`src/rtl/midi_parser.sv`:
```
// midi_parser: byte-level MIDI parser.
// It decodes Note On, Note Off and Program Change messages and supports running status.
// The output is monophonic with last-note priority.
// Optional build macro MIDI_CHANNEL_FILTER_EN:
//   - defined: only messages whose status channel equals CHANNEL are acted upon.
//   - undefined: omni mode, every channel is accepted.
module midi_parser #(
  parameter logic [3:0] CHANNEL         = 4'd0,
  parameter logic [6:0] DEFAULT_PROGRAM = 7'd0
) (
  input  logic       CLK,
  input  logic       RST,
  input  logic [7:0] RX_DATA,
  input  logic       RX_VALID,
  output logic [6:0] NOTE_NUM,
  output logic [6:0] VELOCITY,
  output logic [6:0] PROGRAM,
  output logic       GATE,
  output logic       NOTE_STB,
  output logic       PROG_STB
);

  localparam logic [1:0] S_IDLE    = 2'd0;
  localparam logic [1:0] S_WAIT_D1 = 2'd1;
  localparam logic [1:0] S_WAIT_D2 = 2'd2;

  localparam logic [2:0] K_NONE     = 3'd0;
  localparam logic [2:0] K_NOTE_OFF = 3'd1;
  localparam logic [2:0] K_NOTE_ON  = 3'd2;
  localparam logic [2:0] K_PROG     = 3'd3;
  localparam logic [2:0] K_OTHER2   = 3'd4;
  localparam logic [2:0] K_OTHER1   = 3'd5;

  logic [1:0] state;
  logic [2:0] kind;
  logic       accept;
  logic [6:0] d1;

  logic       is_rt, is_sys, is_status, is_data;
  logic       two_byte, chan_ok, msg_done;
  logic [2:0] new_kind;
  logic [6:0] msg_d1, msg_d2;

`ifdef MIDI_CHANNEL_FILTER_EN
  assign chan_ok = (RX_DATA[3:0] == CHANNEL);
`else
  logic unused_chan;
  assign unused_chan = ^CHANNEL;
  assign chan_ok     = 1'b1;
`endif

  // Classify the incoming byte and find out whether it completes a message.
  always_comb begin
    is_rt     = (RX_DATA[7:3] == 5'b11111);
    is_sys    = (RX_DATA[7:3] == 5'b11110);
    is_status = RX_DATA[7] && (RX_DATA[7:4] != 4'hF);
    is_data   = !RX_DATA[7];
    two_byte  = (kind == K_NOTE_OFF) || (kind == K_NOTE_ON) || (kind == K_OTHER2);
    case (RX_DATA[7:4])
      4'h8:    new_kind = K_NOTE_OFF;
      4'h9:    new_kind = K_NOTE_ON;
      4'hC:    new_kind = K_PROG;
      4'hD:    new_kind = K_OTHER1;
      default: new_kind = K_OTHER2;
    endcase
    msg_d1   = RX_DATA[6:0];
    msg_d2   = RX_DATA[6:0];
    msg_done = 1'b0;
    if (RX_VALID && is_data) begin
      if (state == S_WAIT_D2) begin
        msg_done = 1'b1;
        msg_d1   = d1;
      end else if (state == S_WAIT_D1 && !two_byte) begin
        msg_done = 1'b1;
      end
    end
  end

  // Parser state, running status and message actions. Strobes default low every cycle.
  always_ff @(posedge CLK) begin
    if (RST) begin
      state    <= S_IDLE;
      kind     <= K_NONE;
      accept   <= 1'b0;
      d1       <= 7'd0;
      NOTE_NUM <= 7'd0;
      VELOCITY <= 7'd0;
      PROGRAM  <= DEFAULT_PROGRAM;
      GATE     <= 1'b0;
      NOTE_STB <= 1'b0;
      PROG_STB <= 1'b0;
    end else begin
      NOTE_STB <= 1'b0;
      PROG_STB <= 1'b0;
      if (RX_VALID && !is_rt) begin
        if (is_sys) begin
          state  <= S_IDLE;
          kind   <= K_NONE;
          accept <= 1'b0;
        end else if (is_status) begin
          state  <= S_WAIT_D1;
          kind   <= new_kind;
          accept <= chan_ok;
        end else if (state == S_WAIT_D1 && two_byte) begin
          d1    <= RX_DATA[6:0];
          state <= S_WAIT_D2;
        end else if (state == S_WAIT_D2) begin
          state <= S_WAIT_D1;
        end
      end
      // A completed, accepted message drives the outputs.
      if (msg_done && accept) begin
        case (kind)
          K_NOTE_ON, K_NOTE_OFF: begin
            if (kind == K_NOTE_ON && msg_d2 != 7'd0) begin
              NOTE_NUM <= msg_d1;
              VELOCITY <= msg_d2;
              GATE     <= 1'b1;
              NOTE_STB <= 1'b1;
            end else if (GATE && msg_d1 == NOTE_NUM) begin
              GATE <= 1'b0;
            end
          end
          K_PROG: begin
            PROGRAM  <= msg_d1;
            PROG_STB <= 1'b1;
          end
          default: ;
        endcase
      end
    end
  end

endmodule

```
`config.mk`:
```
export PLATFORM = sky130hd
export DESIGN_NAME = midi_parser
export DESIGN_NICKNAME = d
export VERILOG_FILES = /design/src/rtl/midi_parser.sv
export SDC_FILE = /design/constraint.sdc
export NUM_CORES = 1
export LEC_CHECK = 0
export CAP_MARGIN = 20
export CORE_MARGIN = 2
export CORE_UTILIZATION = 38
export DETAILED_ROUTE_END_ITERATION = 6
export PLACE_DENSITY_LB_ADDON = 0.3
export SETUP_SLACK_MARGIN = 0.1
export SLEW_MARGIN = 20
export SYNTH_ARGS = -nofsm -noshare
export SYNTH_HDL_FRONTEND = slang
export SYNTH_SLANG_ARGS = --single-unit
export TNS_END_PERCENT = 20
```
`constraint.sdc`:
```
create_clock -name CLK -period 1.8 [get_ports CLK]
set_input_delay 0.36 -clock CLK [delete_from_list [all_inputs] [get_ports CLK]]
set_output_delay 0.36 -clock CLK [all_outputs]
set_load 0.01 [all_outputs]
```
## Yosys cells after proc, flatten, opt, wreduce, memory -nomap -nowiden

Cells that the tools add are included.

- Add/sub/neg operators: 0
- $mul: 0
- Div/mod/pow operators: 0
- $lt $le $gt $ge: 0
- Equality and inequality tests: 14
- Shift operators: 0
- Mux-type cells: 18
- Bitwise logic cells: 4
- Reductions and logical operators: 26

Operators by type and width:

| operator | count |
|---|---|
| $eq 4x4->1 const B | 4 |
| $mux 7 | 2 |
| $pmux 3 s4 | 1 |
| $eq 5x5->1 const B | 2 |
| $mux 1 | 9 |
| $logic_and 1x1->1 | 8 |
| $mux 2 | 4 |
| $eq 7x7->1 | 1 |
| $reduce_bool 7->1 | 1 |
| $eq 3x2->1 const B | 2 |
| $mux 3 | 2 |
| $reduce_and 2->1 | 3 |
| $reduce_and 3->1 | 2 |
| $ne 4x4->1 const B | 1 |
| $not 1->1 | 4 |
| $reduce_and 4->1 | 1 |
| $reduce_bool 2->1 | 2 |
| $reduce_bool 4->1 | 1 |
| $reduce_or 2->1 | 2 |
| $eq 3x1->1 const B | 1 |
| $eq 3x3->1 const B | 1 |
| $logic_not 1->1 | 3 |
| $reduce_or 3->1 | 1 |
| $eq 2x1->1 const B | 1 |
| other kinds (2) | 3 |

- Register bits after elaboration: 37
- Latch bits: 0
- Memory bits (writable): 0
- Memory bits (read-only): 0
- Input port bits: 11
- Output and inout bits: 24
- Word-level logic and storage cells: 72
- Memories kept: 0

## Logic depth before layout (Yosys ltp)

Gate-level depths: netlist (run 1).

- Depth after elaboration: 11
- Mapped depth: 6
- Mapped depth without buffers: 4

## Worst setup path before layout (run 1)

OpenSTA, ideal clock, no wires.

- Path type: input-to-reg
- From: input port RX_DATA[7]
- To: register VELOCITY[1]
- Setup time: 0.129 ns
- Arrival: 1.542 ns
- Required time: 1.671 ns
- Path slack: 0.130 ns
- Cell stages on the path: 5
- Buffers on the path: 1
- Cells stage by stage: nand4bb_4 > a2111oi_4 > buf_6 > mux2i_1 > nor2_1

- Cells in the longest elaborated chain, start to end: 5

RTL lines:

| what | line | source |
|---|---|---|
| start, declared | 13 | `input logic [7:0] RX_DATA,` |
| $logic_not 1->1 | 57 | `is_data = !RX_DATA[7];` |
| $logic_and 1x1->1 | 69 | `if (RX_VALID && is_data) begin` |
| $mux 1 | 69 |  |
| $logic_and 1x1->1 | 112 | `if (msg_done && accept) begin` |
| $reduce_and 3->1 (no source line) | - |  |
| end signal, assigned | 117 | `VELOCITY <= msg_d2;` |
| end, declared | 16 | `output logic [6:0] VELOCITY,` |

No other way between the ends.
A chain may end at the register's enable or synchronous reset.

## Final worst setup path (run 1)

- From: register NOTE_NUM[6]
- To: output port NOTE_NUM[6]

RTL lines:

| what | line | source |
|---|---|---|
| start, declared | 15 | `output logic [6:0] NOTE_NUM,` |
| start signal, assigned | 116 | `NOTE_NUM <= msg_d1;` |

No word-level cell between the ends.

==> impl_metrics.tcl, run 1 <==
set metrics [dict create \
    slew_viol_final 0 \
    power_frac_seq 0.491 \
    ios 35 \
    dominantRegCellSynth "dfxtp_1" \
    period_minus_slack_ps 1650 \
    synth_top_cell_area_share 0.399 \
    fin_crit_sh 0.917 \
    sw_frac_of_total 0.227 \
    cts_tree "yes" \
    crit_arrival_ps 1290 \
    start_kind "register" \
    grt_pass1_vias 1487 \
    grt_pass1_wl_mm 7.16 \
    synth_area_leaders "dfxtp_1, mux2i_1, nor2_1" \
    syn_to_final_growth_pct 47.3 \
    core_um2 4720 \
    htreeDepth 2 \
    port_buffers 34 \
    crit_buf_inv 1 \
    rr_startpoint "state[0]$_SDFFE_PP0P_" \
    yosysUniqueCellTypes 39 \
    reg2reg_to "NOTE_NUM[5]$_SDFFE_PP0P_" \
    clockRootBuffer "clkbuf_8" \
    cp-end-kind "output port" \
    setup_viol 0 \
    wl_mm 4.44 \
    hold_path.class "register to register" \
    clk_pin_slew_ps 70 \
    critPathRequiredTime_ps 1440 \
    clock_path_buffers 2 \
    hpwl_mm 3.11 \
    synth_xor_area_frac 0.0283 \
    max_stage_delay_ps 570 \
    first_iter_violations 60 \
    synth_compound_area_frac 0.133 \
    whs_path_depth 2 \
    synthCells 190 \
    worstMarginPinSlew_ps 305 \
    hold_viol_final 0 \
    path_class "register to output port" \
    yosysWarnings 0 \
    die-area_um2 5460 \
    ys_async_sr_fraction 0 \
    die_w_um 73.9 \
    rsz0062_at_grt "true" \
    grt_max_degree 35 \
    slew_headroom 0.791 \
    synth_nets 201 \
    first_pass_iters 4 \
    status "complete, no violations" \
    antenna_found_initial 0 \
    numCtsBuffers 5 \
    synth_edf_count 0 \
    multiInputGateArea_um2 1080 \
    numClockSinks 37 \
    yosysTopAreaCell "dfxtp_1" \
    nets 271 \
    yosys.area_share.adder 0 \
    viasPerCell 4.91 \
    p_per_area_nw_per_um2 623 \
    vdd_ir_drop_max_uv 320 \
    min_to "VELOCITY[0]$_SDFFE_PP0P_" \
    placed_area_um2 2500 \
    leakage_uw 0.00111 \
    synth_top_family_by_area "simple AND/OR/NAND/NOR gates" \
    clock_latency_ps 290 \
    fill_cells 431 \
    r2r_setup_slack_ps 160 \
    synthSimpleGateAreaFrac 0.239 \
    finish.instance_area_um2 2730 \
    rows 25 \
    grt.overflow.total 0 \
    p_int_uw 1320 \
    muxShareOfSynthArea 0.156 \
    path_max_fanout 6 \
    ant_nets 0 \
    wire_per_inst_um 13.6 \
    power_frac_comb 0.102 \
    hp-start "VELOCITY[0]$_SDFFE_PP0P_" \
    grt_use_total 0.175 \
    ys_ff_latch 37 \
    seq_area_frac_synth 0.399 \
    slowest_stage "clkdlybuf4s50_1" \
    fmax_ghz 0.606 \
    place.gp.congestion 0.862 \
    netlist_area_um2 1860 \
    r2r_cells 6 \
    worst_path_dominant_cell_family "buffers and inverters" \
    total_switching_power_uw 387 \
    seq_area_um2 748 \
    drc_errors 0 \
    cp_cell_sequence "clkdlybuf4s50_1" \
    num_antenna_cells 0 \
    initial_utilization 0.393 \
    cap_violations 0 \
    die_y_um 73.9 \
    drive_above_1_share 0.315 \
    finalSetupTns_ps 0 \
    finClkSkew_ps 2.67 \
    p_clk_frac 0.407 \
    avgSynthCellArea_um2 9.77 \
    vias 1606 \
]
[power by group through the flow]
stage,clock [µW],combinational (µW),sequential (µW)
floorplan,0,82.6,851
global placement,0,172,854
detailed placement,0,173,854
CTS,714,171,835
global route,748,189,837
finish,694,173,836
[placed cells by master, fill, tap and decap left out, drive strengths merged, types with 3 or more instances in the layout]
cell,n
a211oi,7
a21oi,4
and2b,10
buf,40
clkbuf,5
clkdlybuf4s50,25
dfxtp,37
dlygate4sd2,9
mux2,7
mux2i,21
nand2,4
nand2b,4
nand3,3
nor2,35
nor2b,4
nor3,3
nor3b,4
nor4,3
o21ai,7
xor2,4
[registers in the layout (all words and copies together), names as in the netlist]
register,count
GATE,1
NOTE_NUM,7
NOTE_STB,1
PROGRAM,7
PROG_STB,1
VELOCITY,7
accept,1
d1,7
kind,3
state,2
[repair_timing]
| action | 4_1_cts | 5_1_grt |
|---|---|---|
| setup buffers | 4 | 2 |
| hold buffers | 0 | 0 |
| endpoints found under the setup margin | 22 | 15 |
| pin swaps | 3 | 5 |
| gates cloned | 2 | 0 |
| endpoints found under the hold margin | 0 | 0 |
| gates resized for setup | 16 | 7 |
[cell usage after synthesis, types with 2 or more instances]
library cell,instances
o21ai_0,6
a211oi_2,7
xor2_1,4
nor3_1,3
mux2_2,7
buf_2,3
nand3_1,3
dfxtp_1,37
nand4_1,2
and2b_2,4
xnor2_1,2
a221oi_1,2
mux2i_1,21
nor2b_1,4
inv_1,2
nand2_1,4
nor2_1,35
clkbuf_1,5
and2b_1,6
nor4_1,3
a21oi_1,4
nand2b_1,4
buf_6,3
nor3b_1,4
[through the flow]
| step | instances | hold WS, ps | util | total power, µW | setup slack [ps] |
|---|---|---|---|---|---|
| after detailed placement | 312 | 481 | 0.530 | 1030 | -426 |
| after global routing | 327 | 525 | 0.579 | 1770 | 91.1 |
| after floorplan | 190 | 463 | - | 934 | 130 |
| after global placement | 312 | 471 | 0.530 | 1030 | -361 |
| after CTS | 325 | 500 | 0.571 | 1720 | 93.7 |
| final | 327 | 495 | 0.579 | 1700 | 150 |
[how the worst max path moves through the flow]
| stage | to | cells after the start | start |
|---|---|---|---|
| 2_1_floorplan | VELOCITY[1]$_SDFFE_PP0P_ | 5 | RX_DATA[7] |
| 6_report | NOTE_NUM[6] | 1 | NOTE_NUM[6]$_SDFFE_PP0P_ |
| 3_3_place_gp | PROGRAM[5]$_SDFFE_PP0P_ | 6 | RX_VALID |
| 5_1_grt | NOTE_NUM[6] | 1 | NOTE_NUM[6]$_SDFFE_PP0P_ |
| 4_1_cts | GATE$_SDFFE_PP0P_ | 5 | state[1]$_SDFFE_PP0P_ |
| 3_5_place_dp | VELOCITY[5]$_SDFFE_PP0P_ | 6 | RX_VALID |
[area by class of cell]
class                      instances  share of cell area
inverter                           2             0.00275
timing repair buffer              75               0.261
multi-input combinational        139               0.394
clock buffer                       5              0.0252
tap                               67              0.0307
clock inverter                     2              0.0128
sequential                        37               0.274
[kinds of logic after synthesis]
family	Yosys count
mux	28
buf+inv	14
flops	37
compound gates	27
simple gates	78
xor+xnor	6
[metal layers]
layer	vias to the layer above	share of wire	track usage
li1	808	-	-
met1	756	0.49	0.234
met2	37	0.47	0.269
met3	5	0.033	0.0384
met4	0	0.016	0.0808
met5	-	0	0
(Power assumes the default switching activity.)
==> run 2, diff against run 1 <==
--- a/config.mk
+++ b/config.mk
@@ -9,6 +9,7 @@
 export CORE_MARGIN = 2
 export CORE_UTILIZATION = 38
 export DETAILED_ROUTE_END_ITERATION = 6
+export DONT_BUFFER_PORTS = 1
 export PLACE_DENSITY_LB_ADDON = 0.3
 export SETUP_SLACK_MARGIN = 0.1
 export SLEW_MARGIN = 20
==> run 2 against run 1 <==
  * Wire length is 9.9% lower
  * Combinational power down 52%
  * Largest cell class unchanged
  * Critical path type is now register to register
  * Total power is 4.8% lower
  * Maximum frequency up 2.5%
  * Hold slack worse by 360 ps
  * Critical path depth grew 4
  * Cell count decreased by 16%
  * Utilization shrank 12 points
  * Critical endpoint is now PROGRAM[0]$_SDFFE_PP0P_
  * Count of clock-buffer cells in the layout did not move
==> impl_metrics.tcl, run 2 (synthesis gave the netlist of run 1 again) <==
set metrics [dict create \
    setup_viol 0 \
    drive_above_1_share 0.275 \
    total_switching_power_uw 345 \
    path_class "register to register" \
    p_per_area_nw_per_um2 749 \
    antenna_found_initial 0 \
    first_pass_iters 4 \
    core_um2 4720 \
    drc_errors 0 \
    mostFrequentLayoutCells "dfxtp_1, nor2_1, mux2i_1, buf_4" \
    critPathRequiredTime_ps 1980 \
    clockRootBuffer "clkbuf_8" \
    cap_violations 0 \
    die_y_um 73.9 \
    rows 25 \
    wire_per_inst_um 14.6 \
    power_frac_comb 0.051 \
    fmax_ghz 0.621 \
    grt_max_degree 45 \
    totalPowerFinal_uw 1620 \
    vdd_ir_drop_max_uv 412 \
    p_clk_frac 0.432 \
    hold_viol_final 0 \
    die-area_um2 5460 \
    nets 218 \
    layout_commonest_cell "dfxtp_1" \
    grt.overflow.total 0 \
    slew_headroom 0.766 \
    viasPerCell 5.10 \
    finalSetupTns_ps 0 \
    clock_latency_ps 290 \
    status "complete, no violations" \
    cp-startpoint "kind[0]$_SDFFE_PP0P_" \
    hold_buffers 0 \
    worstMarginPinSlew_ps 349 \
    die_w_um 73.9 \
    clock_path_buffers 2 \
    rsz0062_at_grt "true" \
    fin_crit_sh 0.894 \
    rr_startpoint "kind[0]$_SDFFE_PP0P_" \
    syn_to_final_growth_pct 16.5 \
    fill_cells 441 \
    htreeDepth 2 \
    port_buffers 0 \
    start_kind "register" \
    numClockSinks 37 \
    grt_pass1_vias 1285 \
    cp-end-kind "register" \
    numCtsBuffers 5 \
    initial_utilization 0.393 \
    multiInputGateArea_um2 1050 \
    period_minus_slack_ps 1610 \
    ios 35 \
    hpwl_mm 2.77 \
    first_iter_violations 38 \
    path_max_fanout 8 \
    grt_use_total 0.152 \
    place.gp.congestion 0.877 \
    slew_viol_final 0 \
    ant_nets 0 \
    sw_frac_of_total 0.213 \
    r2r_setup_slack_ps 190 \
    hp-start "RST" \
    cts_tree "yes" \
    hold_path.class "input port to register" \
    grt_pass1_wl_mm 6.25 \
    vias 1397 \
    crit_arrival_ps 1790 \
    num_antenna_cells 0 \
    wl_mm 4.00 \
    leakage_uw 0.000854 \
    clk_pin_slew_ps 80 \
    finClkSkew_ps 5.04 \
    seq_area_um2 742 \
    p_int_uw 1270 \
    power_frac_seq 0.516 \
]
==> run 2: cell count changes in the layout (fill, tap and decap cells not counted), sizes merged <==
cell	previous run	this run
clkdlybuf4s50	25	0
buf	40	22
dlygate4sd2	9	0
bufbuf	1	0
==> run 2: critical path, stage by stage, from the launching register on <==
cell and delay (ps):
dfxtp_1 350, xor2_1 200, a2111oi_2 400, o21ai_2 100
buf_4 170, mux2_2 270
==> run 2: final timing paths <==
path,cells after the start,to
worst max-delay path,5,PROGRAM[0]$_SDFFE_PP0P_
worst min-delay path,1,NOTE_NUM[0]$_SDFFE_PP0P_
worst max register to register,5,PROGRAM[0]$_SDFFE_PP0P_
worst min register to register,2,accept$_SDFFE_PP0P_
==> run 2: power by group through the flow <==
stage	clock, µW	sequential [µW]	combinational [µW]
global route	747	838	91.5
CTS	721	836	81.6
detailed placement	0	855	78.9
floorplan	0	851	82.6
finish	700	836	83.3
global placement	0	855	78.5
==> run 2: what timing repair did <==
action / in CTS / in global routing
setup buffers: 0 / 6
cloned: 0 / 1
pin swaps: 0 / 2
resized for setup: 3 / 3
setup endpoints to repair: 12 / 23
==> run 2: final cells by class <==
type	instances	area share
multi-input cells	139	0.484
flip-flops and latches	37	0.343
repair buffers	22	0.0828
well taps	67	0.0388
clock buffers	5	0.0318
clock inverters	2	0.0162
inverters	2	0.00347
==> run 2: layer usage <==
metal  global-route usage  up-vias  part of all wire
met3               0.0535        5             0.051
met2                0.235       33              0.45
li1                     -      707                 -
met5                    0        -                 0
met1                0.193      652              0.48
met4               0.0566        0             0.013
==> run 2: stage by stage <==
step,cell area (µm²),worst slack [ps],utilization,instances,hold slack [ps]
finish,2160,190,0.458,274,133
global route,2160,84.0,0.458,274,119
floorplan,1860,130,-,190,463
global placement,1990,85.8,0.421,260,430
detailed placement,1990,50.9,0.421,260,430
CTS,2100,115,0.445,267,115
==> run 3, diff against run 2 <==
--- a/config.mk
+++ b/config.mk
@@ -11,7 +11,6 @@
 export DETAILED_ROUTE_END_ITERATION = 6
 export DONT_BUFFER_PORTS = 1
 export PLACE_DENSITY_LB_ADDON = 0.3
-export SETUP_SLACK_MARGIN = 0.1
 export SLEW_MARGIN = 20
 export SYNTH_ARGS = -nofsm -noshare
 export SYNTH_HDL_FRONTEND = slang
==> run 3 against run 2 <==
  * Utilization shrank 1.2 points
  * Combinational power shrank 1%
  * First-iteration DRC count shrank 29%
  * Final area shrank 2.7%
  * Sequential power is essentially flat
  * Maximum frequency shrank 3.4%
  * Clock power is essentially flat
  * Die area is the same
  * Largest cell class unchanged
  * Largest power group unchanged
  * Highest routed layer unchanged
==> impl_metrics.tcl, run 3 (synthesis gave the netlist of run 1 again) <==
set metrics [dict create \
    mostFrequentLayoutCells "dfxtp_1, nor2_1, mux2i_1, buf_4" \
    wl_mm 3.87 \
    post-place-ws_ps 50.9 \
    hpwl_mm 2.77 \
    drive_above_1_share 0.245 \
    vdd_ir_drop_max_uv 436 \
    clockRootBuffer "clkbuf_8" \
    cp_cell_sequence "nor3b_1 > a2111oi_2 > o21ai_2 > mux2_2" \
    sw_frac_of_total 0.212 \
    hold_viol_final 0 \
    cap_violations 0 \
    num_antenna_cells 0 \
    die-area_um2 5460 \
    seq_area_um2 742 \
    grt_pass1_vias 1285 \
    first_iter_violations 27 \
    r2r_cells 4 \
    grt_max_degree 45 \
    placed_area_um2 1990 \
    status "complete, no violations" \
    start_kind "register" \
    vias 1378 \
    place.gp.congestion 0.877 \
    crit_buf_inv 0 \
    p_clk_frac 0.432 \
    r2r_setup_slack_ps 130 \
    grt.overflow.total 0 \
    cts-resized-gates 0 \
    setup_viol 0 \
    finClkSkew_ps 4.67 \
    hold_buffers 0 \
    fill_cells 439 \
    numCtsBuffers 5 \
    grt_use_total 0.151 \
    total_switching_power_uw 342 \
    p_per_area_nw_per_um2 768 \
    path_max_fanout 8 \
    wire_per_inst_um 14.5 \
    htreeDepth 2 \
    crit_arrival_ps 1840 \
    totalPowerFinal_uw 1620 \
    finish.instance_area_um2 2100 \
    whs_path_depth 1 \
    viasPerCell 5.16 \
    syn_to_final_growth_pct 13.4 \
    slew_viol_final 0 \
    antenna_found_initial 0 \
    critPathRequiredTime_ps 1980 \
    power_frac_comb 0.051 \
    period_minus_slack_ps 1670 \
    rr_startpoint "kind[2]$_SDFFE_PP0P_" \
    cp-end-kind "register" \
    fin_ws_ps 133 \
    grt_pass1_wl_mm 6.24 \
    worstMarginPinSlew_ps 419 \
    hold_path.class "input port to register" \
    layout_commonest_cell "dfxtp_1" \
    worst_path_dominant_cell_family "compound AO/OA/AOI/OAI gates" \
    max_stage_delay_ps 410 \
    cts_tree "yes" \
    leakage_uw 0.000813 \
    clk_pin_slew_ps 70 \
    first_pass_iters 4 \
    numClockSinks 37 \
    path_class "register to register" \
    p_int_uw 1270 \
    fin_crit_sh 0.926 \
    die_y_um 73.9 \
    min_to "NOTE_NUM[0]$_SDFFE_PP0P_" \
    hp-start "RST" \
    port_buffers 0 \
    core_um2 4720 \
    slew_headroom 0.720 \
    fmax_ghz 0.600 \
    slowest_stage "dfxtp_1" \
    power_frac_seq 0.517 \
    initial_utilization 0.393 \
    rows 25 \
    nets 211 \
    finalSetupTns_ps 0 \
    reg2reg_to "PROGRAM[0]$_SDFFE_PP0P_" \
    multiInputGateArea_um2 1040 \
    cts_setup_buffers 0 \
    die_w_um 73.9 \
    hold_slack_ps 135 \
    clock_path_buffers 2 \
    clock_latency_ps 290 \
    drc_errors 0 \
    ios 35 \
    ant_nets 0 \
]
## run 3: cell types whose count changed in the layout (fill, tap and decap cells not counted), sizes merged
cell,change
buf,-7
## run 3: worst register-to-register path: cells and delay by family, from the launching register on
| kind | cells | cell delay [ps] |
|---|---|---|
| AO/OA/AOI/OAI | 2 | 470 |
| flip-flops | 1 | 410 |
| multiplexers | 1 | 390 |
| AND/OR/NAND/NOR | 1 | 300 |
## run 3: how the worst max path moves through the flow
stage                         startpoint                  endpoint  slack (ps)  cells past startpoint
detailed placement  kind[1]$_SDFFE_PP0P_   PROGRAM[6]$_SDFFE_PP0P_          50                      4
CTS                 kind[1]$_SDFFE_PP0P_   PROGRAM[0]$_SDFFE_PP0P_          30                      4
global route        kind[2]$_SDFFE_PP0P_   PROGRAM[3]$_SDFFE_PP0P_          -4                      4
floorplan                     RX_DATA[7]  VELOCITY[1]$_SDFFE_PP0P_         130                      5
finish              kind[2]$_SDFFE_PP0P_   PROGRAM[0]$_SDFFE_PP0P_         130                      4
global placement    kind[1]$_SDFFE_PP0P_   PROGRAM[6]$_SDFFE_PP0P_          90                      4
## run 3: final cells by class
type | count | area share
Clock buffer | 5 | 0.0327
Clock inverter | 2 | 0.0166
Inverter | 2 | 0.00357
Multi-Input combinational cell | 139 | 0.493
Sequential cell | 37 | 0.353
Tap cell | 67 | 0.0398
Timing Repair Buffer | 15 | 0.0612
## run 3: power by group through the flow
stage                     clock network (µW)  registers [µW]  logic, µW
final                                    697             836       82.1
after CTS                                721             836       79.2
after detailed placement                   0             855       78.9
after global routing                     747             838       90.4
after global placement                     0             855       78.5
after floorplan                            0             851       82.6
## run 3: layer usage
metal / global-route usage / vias to the layer above / part of all wire
met3: 0.0535 / 4 / 0.050
met1: 0.193 / 654 / 0.47
met5: 0 / - / 0
met2: 0.238 / 30 / 0.47
met4: 0.0485 / 0 / 0.0091
li1: - / 690 / -
## run 3: per-stage QoR
stage	utilization	cells
finish	0.446	267
global route	0.446	267
CTS	0.443	267
detailed placement	0.421	260
global placement	0.421	260
floorplan	-	190
